--- config.mk ---
export PLATFORM = sky130hd
export DESIGN_NAME = traffic_phase_arbiter
export DESIGN_NICKNAME = d
export VERILOG_FILES = /design/src/rtl/traffic_phase_arbiter.sv
export SDC_FILE = /design/constraint.sdc
export NUM_CORES = 1
export LEC_CHECK = 0
export ABC_AREA = 1
export CORE_MARGIN = 8
export CORE_UTILIZATION = 30
export DETAILED_ROUTE_END_ITERATION = 10
export GPL_TIMING_DRIVEN = 0
export PLACE_DENSITY = 0.49
export SLEW_MARGIN = 40
export SYNTH_ARGS = -nofsm -noshare
export SYNTH_HDL_FRONTEND = slang
export SYNTH_SLANG_ARGS = --single-unit
--- constraint.sdc ---
create_clock -name clk -period 2.6 [get_ports clk]
set_input_delay 0.78 -clock clk [delete_from_list [all_inputs] [get_ports clk]]
set_output_delay 0.78 -clock clk [all_outputs]
set_load 0.05 [all_outputs]
--- src/rtl/traffic_phase_arbiter.sv ---
// traffic_phase_arbiter: round-robin right-of-way arbiter with green/yellow/all-red timing.
// Optional pedestrian walk phase enabled by defining PED_WALK_EN.
module traffic_phase_arbiter #(
  parameter int N_APP     = 4,
  parameter int GREEN_MIN = 4,
  parameter int GREEN_MAX = 10,
  parameter int YELLOW_T  = 3,
  parameter int ALLRED_T  = 2,
  parameter int WALK_T    = 5
) (
  input  logic                     clk,
  input  logic                     rst,
  input  logic [N_APP-1:0]         req,
`ifdef PED_WALK_EN
  input  logic                     ped_req,
  output logic                     walk,
`endif
  output logic [3*N_APP-1:0]       lights,
  output logic [$clog2(N_APP)-1:0] grant_id,
  output logic                     phase_start
);
  localparam int GW   = $clog2(N_APP);
  localparam int M1   = GREEN_MAX > YELLOW_T ? GREEN_MAX : YELLOW_T;
  localparam int M2   = M1 > ALLRED_T ? M1 : ALLRED_T;
  localparam int TMAX = M2 > WALK_T ? M2 : WALK_T;
  localparam int TW   = $clog2(TMAX) + 1;
`ifdef PED_WALK_EN
  typedef enum logic [1:0] {ALL_RED = 2'd0, GREEN = 2'd1, YELLOW = 2'd2, PED_WALK = 2'd3} state_t;
`else
  typedef enum logic [1:0] {ALL_RED = 2'd0, GREEN = 2'd1, YELLOW = 2'd2} state_t;
`endif
  state_t               state_q, state_d;
  logic [TW-1:0]        timer_q, timer_d;
  logic [GW-1:0]        ptr_q, ptr_d, grant_q, grant_d, sel;
  logic [GW-1:0]        grant_id_q, grant_id_d;
  logic [3*N_APP-1:0]   lights_q, lights_d;
  logic                 ps_q, ps_d, competing, live;
`ifdef PED_WALK_EN
  logic                 ped_pend_q, ped_pend_d, walk_q, walk_d;
`endif
  always_comb begin
    state_d   = state_q;
    grant_d   = grant_q;
    ptr_d     = ptr_q;
    competing = |(req & ~(N_APP'(1) << grant_q));
`ifdef PED_WALK_EN
    competing = competing | ped_pend_q;
`endif
    // scan downward so the request closest to ptr is written last and wins
    sel = ptr_q;
    for (int i = N_APP - 1; i >= 0; i--)
      if (req[(int'(ptr_q) + i) % N_APP]) sel = GW'((int'(ptr_q) + i) % N_APP);
    case (state_q)
      ALL_RED: begin
        if (timer_q >= TW'(ALLRED_T - 1)) begin
`ifdef PED_WALK_EN
          if (ped_pend_q) state_d = PED_WALK;
          else
`endif
          if (|req) begin
            state_d = GREEN;
            grant_d = sel;
          end
        end
      end
      GREEN: if ((timer_q >= TW'(GREEN_MIN - 1) && competing) ||
                 (timer_q >= TW'(GREEN_MAX - 1) && competing)) state_d = YELLOW;
      YELLOW: begin
        if (timer_q >= TW'(YELLOW_T - 1)) begin
          state_d = ALL_RED;
          ptr_d   = (grant_q == GW'(N_APP - 1)) ? '0 : grant_q + 1'b1;
        end
      end
`ifdef PED_WALK_EN
      PED_WALK: if (timer_q >= TW'(WALK_T - 1)) state_d = ALL_RED;
`endif
      default: state_d = ALL_RED;
    endcase
    timer_d    = (state_d != state_q) ? '0 : (&timer_q ? timer_q : timer_q + 1'b1);
    live       = state_d == GREEN || state_d == YELLOW;
    grant_id_d = live ? grant_d : '0;
    ps_d       = state_d == GREEN && state_q != GREEN;
    lights_d   = '0;
    for (int i = 0; i < N_APP; i++)
      lights_d[3*i +: 3] = (live && GW'(i) == grant_d) ? (state_d == GREEN ? 3'b001 : 3'b010) : 3'b100;
`ifdef PED_WALK_EN
    ped_pend_d = (state_d == PED_WALK && state_q != PED_WALK) ? 1'b0 : (ped_pend_q | ped_req);
    walk_d     = state_d == PED_WALK;
`endif
  end
  always_ff @(posedge clk) begin
    if (rst) begin
      state_q    <= ALL_RED;
      timer_q    <= '0;
      ptr_q      <= '0;
      grant_q    <= '0;
      grant_id_q <= '0;
      ps_q       <= 1'b0;
      lights_q   <= {N_APP{3'b100}};
`ifdef PED_WALK_EN
      ped_pend_q <= 1'b0;
      walk_q     <= 1'b0;
`endif
    end else begin
      state_q    <= state_d;
      timer_q    <= timer_d;
      ptr_q      <= ptr_d;
      grant_q    <= grant_d;
      grant_id_q <= grant_id_d;
      ps_q       <= ps_d;
      lights_q   <= lights_d;
`ifdef PED_WALK_EN
      ped_pend_q <= ped_pend_d;
      walk_q     <= walk_d;
`endif
    end
  end
  assign lights      = lights_q;
  assign grant_id    = grant_id_q;
  assign phase_start = ps_q;
`ifdef PED_WALK_EN
  assign walk        = walk_q;
`endif
endmodule

Word-level counts from Yosys, hierarchy flattened
Cells that the tools add are included.
- register bits: 26
- latch bits: 0
- RAM bits: 0
- memory bits (read-only): 0
- input bits: 6
- output and inout bits: 15
- logic and storage cells: 93
- memories kept: 0
- $add $sub $neg: 5
- $mul: 0
- div/mod/pow operators: 0
- $lt $le $gt $ge: 8
- eq/ne operators: 10
- shift operators: 1
- mux-type cells: 25
- bitwise logic cells: 10
- reductions and logical operators: 24
- operators by type and width (kind ; count):
    $mux W2 ; 13
    $reduce_or A2 Y1 ; 9
    $lt A3 B4 Y1 const B ; 3
    $ge A5 B2 Y1 const B ; 2
    $bmux W1 S2 ; 4
    $reduce_or A4 Y1 ; 2
    $logic_and A1 B1 Y1 ; 7
    $mux W1 ; 7
    $eq A2 B2 Y1 const B ; 3
    $pmux W2 S3 ; 1
    $add A5 B1 Y5 const B ; 1
    $ge A5 B1 Y1 const B ; 1
    $ge A5 B4 Y1 const B ; 1
    $not A1 Y1 ; 5
    $reduce_and A5 Y1 ; 1
    $add A2 B1 Y2 const B ; 2
    $add A2 B2 Y2 const B ; 2
    $and A4 B4 Y4 ; 1
    $eq A2 B1 Y1 const B ; 2
    $eq A2 B2 Y1 const A ; 2
    $logic_not A2 Y1 ; 2
    $not A4 Y4 ; 1
    $shl A1 B2 Y4 const A ; 1
    $and A1 B1 Y1 const A ; 3
    other kinds (6) ; 7

Longest topological paths before layout
- depth after elaboration: 17
- gate-level depth with buffers: 15
- depth with buffers taken out: 14

Least setup slack after synthesis
OpenSTA, ideal clock, no wires.
- kind: in2reg
- start: input port req[2]
- end: register lights_q[10], in the netlist lights[10]
- setup time: 0.064 ns
- arrival: 2.328 ns
- required time: 2.536 ns
- slack: 0.208 ns
- stages: 12
- buffers on the path: 0
- cells stage by stage: inv_1 -> or2_1 -> nand3_1 -> o32ai_1 -> or2_1 -> nand2_1 -> inv_2 -> ha_1 -> or2_2 -> a21oi_4 -> nand2_2 -> nor2_1
- cells in the longest elaborated chain, start to end: 14
- elaborated cells on any way between the ends: 36
- classes of those cells: eq/ne (3); mux (23); bitwise (2); reduce/logical (8)
- RTL lines (element ; RTL line ; RTL):
    start, declared ; 13 ; input logic [N_APP-1:0] req,
    $bmux W1 S2 ; 52 ; if (req[(int'(ptr_q) + i) % N_APP]) sel = GW'((int'(ptr_q) + i) % N_APP);
    $mux W1 (implied by the code) (2 in series) ; 52 ;
    $mux W2 (4 in series) ; 52 ;
    $mux W2 ; 60 ; if (|req) begin
    $mux W2 ; 55 ; if (timer_q >= TW'(ALLRED_T - 1)) begin
    $mux W2 ; 53 ; case (state_q)
    $eq A2 B2 Y1 ; 85 ; lights_d[3*i +: 3] = (live && GW'(i) == grant_d) ? (state_d == GREEN ? 3'b001 : 3'b010) : 3'b100;
    $logic_and A1 B1 Y1 ; 85 ;
    $not A1 Y1 (no source line) ; - ;
    $reduce_or A2 Y1 (no source line) ; - ;
    end signal, assigned ; 99 ; lights_q <= {N_APP{3'b100}};
    end signal, assigned ; 111 ; lights_q <= lights_d;
    end, declared ; 36 ; logic [3*N_APP-1:0] lights_q, lights_d;
Several ways; a longest one is shown, not always the timed one. The select of a mux whose other input is x is not followed.
A chain may end at the register's enable or synchronous reset.

Worst setup path after layout
- start: input port req[1]
- end: register lights_q[10], in the netlist lights[10]
Same word-level chain as after synthesis.

==> results.json <==
{
  "ir_drop_mv": 0.494,
  "path_class": "in2reg",
  "worst_slack_ns": 0.0988,
  "drc": 0,
  "detail-route-antenna-nets": 0,
  "fmax_mhz": 400,
  "maxCapViolCount": 0,
  "worst_pin_slew_ns": 0.502,
  "clkSlewWorstSetupHoldPaths_ns": 0.09,
  "row_count": 24,
  "grt_max_degree": 15,
  "finalWirelength_um": 2760,
  "drive_gt1_share_pct": 22.0,
  "via_per_inst": 4.46,
  "slew_violations": 0,
  "period_needed_ns": 2.50,
  "cts_tree": "built",
  "grt_first_pass_wirelength_um": 4950,
  "synthToLayoutAreaGrowth_pct": 26.1,
  "ctsHoldBuffers": 0,
  "fp.coreArea_mm2": 0.00432,
  "postSynthAreaPerCell_um2": 7.35,
  "post_drt_wl_per_cell_um": 10.7,
  "cts_buffer_depth": 2,
  "yosysWarnings": 0,
  "die_area_mm2": 0.00682,
  "htreeDepth": 1,
  "hpwl_um": 2260,
  "grt_pass1_vias": 1189,
  "clock-sinks": 26,
  "fin_util_pct": 38.8,
  "pre_cts_slack_ns": -0.531,
  "timing_hold_violations_final": 0,
  "ys_seq_elements": 26,
  "cp_max_fo": 3,
  "critPathRequiredTime_ns": 2.81,
  "syn_nets": 196,
  "min_path_type": "reg2reg",
  "worstPathArrival_ns": 2.71,
  "slew-limit-headroom_pct": 66.4,
  "grt_use_total_pct": 9.07,
  "diodes": 0,
  "power_density_mw_per_mm2": 957,
  "nets": 221,
  "dr_total_vias": 1145,
  "final_common_cell": "nand2_1",
  "pin_count": 21,
  "yosysUniqueCellTypes": 27,
  "seq_area_frac_synth_pct": 39.1,
  "rsz0062_at_grt": "false",
  "antenna_found_initial": 0,
  "setup-violations-final": 0,
  "cts_buffers": 3,
  "worstSkewPairLatency_ns": 0.27,
  "grt_overflow_total": 0,
  "port_buffers": 19,
  "period_share_pct": 96.2,
  "p_leak_nw": 0.754,
  "finClkSkew_ns": 0.00514,
  "end_kind": "flop",
  "clock_tree.root_cell": "clkbuf_8",
  "syn-cell-area_mm2": 0.00133,
  "layout_common_cells": "40 x nand2_1, 26 x dfxtp_1, 24 x nor2_1",
  "start_util_pct": 30.8,
  "dieWidth_um": 82.6,
  "fill_cells": 459,
  "globalplace.congestion": 0.775,
  "synthCells": 181,
  "die_y_um": 82.6,
  "drt-initial-drc-count": 41,
  "outcome": "complete, no violations",
  "hold_slack_ns": 0.485,
  "dr.pass1.iters": 4,
  "start_kind": "input port"
}
-- layout make-up --
class	count	area, um2	share of cell area (%)
Sequential cell	26	520	31.0
Tap cell	52	65.1	3.88
Timing Repair Buffer	20	195	11.6
Inverter	25	101	6.04
Clock buffer	4	55.1	3.28
Multi-Input combinational cell	128	724	43.2
Buffer	2	15.0	0.896
-- sequential cells by signal, summed over array words and instances, names as in the netlist --
| signal | cells |
|---|---|
| grant_id | 2 |
| timer_q | 5 |
| state_q | 2 |
| grant_q | 2 |
| lights | 12 |
| ptr_q | 2 |
| phase_start | 1 |
-- metal layers --
metal | share of wire (%) | global-route usage, % | vias up
li1 | - | - | 604
met1 | 45 | 10.0 | 526
met2 | 51 | 16.4 | 13
met3 | 3.2 | 2.60 | 2
met4 | 0.62 | 2.59 | 0
met5 | 0 | 0 | -
-- stage by stage --
step / setup TNS, ns / cells / power [W] / cell area (um2)
6_report: 0 / 257 / 0.00161 / 1680
4_1_cts: 0 / 257 / 0.00162 / 1670
3_3_place_gp: -6.29 / 252 / 0.00131 / 1590
2_1_floorplan: 0 / 181 / 0.00111 / 1330
5_1_grt: 0 / 257 / 0.00173 / 1680
3_5_place_dp: -6.77 / 252 / 0.00133 / 1590
-- worst paths after layout --
kind	cells past startpoint	end	startpoint	slack (ns)
worst max-delay path	13	lights[10]	req[1]	0.1
worst min-delay path	2	timer_q[4]	timer_q[4]	0.48
worst max register to register	13	lights[10]	grant_q[0]	0.17
worst min register to register	2	timer_q[4]	timer_q[4]	0.48
-- kinds of logic (layout without fill, tap and decap cells) --
family	after synthesis	after routing	synth area share, %
and+or+nand+nor	104	104	36.1
DFF	26	26	39.1
buffers and inverters	27	51	8.75
AOI/OAI and AO/OA	14	14	6.87
xor gates and xnor gates	1	1	0.659
adders and majority gates	9	9	8.47
-- worst max-delay path: stages --
cell             delay (ns)
clkdlybuf4s15_1        0.21
inv_2                  0.05
or2_0                  0.22
nand3_2                0.08
o32ai_2                0.10
or2_1                  0.25
nand2_1                0.09
inv_2                  0.04
ha_1                   0.27
or2_4                  0.28
a21oi_4                0.16
nand2_2                0.10
nor2_1                 0.08
-- power by group --
group / switching [W] / total (W) / internal, W
logic: 0.000550 / 0.000819 / 0.000268
clock network: 0.000119 / 0.000254 / 0.000135
registers: 0.0000518 / 0.000532 / 0.000481
-- synth_stat cells --
cell,count,area share (%)
a211oi_1,2,1.1
o21ai_1,1,0.38
a31oi_1,1,0.47
ha_1,9,8.5
nor2_1,26,7.3
inv_1,17,4.8
or2_0,1,0.47
a21oi_4,1,1.2
nor3_1,1,0.38
or2_1,2,0.94
nor2_2,1,0.47
nand4_1,2,0.94
xor2_1,1,0.66
o32ai_1,1,0.66
o21ai_0,3,1.1
or2_2,1,0.47
nand3_2,1,0.75
nand2_2,18,8.5
a21oi_1,5,1.9
nand2_1,40,11
clkbuf_1,1,0.28
nand3_1,10,3.8
buf_6,1,0.85
inv_2,7,2.0
inv_8,1,0.85
dfxtp_1,26,39
nor2_4,1,0.85
-- timing repair --
action | 4_1_cts | 5_1_grt
gates cloned | 0 | 0
setup buffers | 1 | 0
resized for setup | 12 | 4
endpoints found under the setup margin | 14 | 4
pin swaps | 6 | 2
No activity file was read; power rests on OpenSTA's default activity.
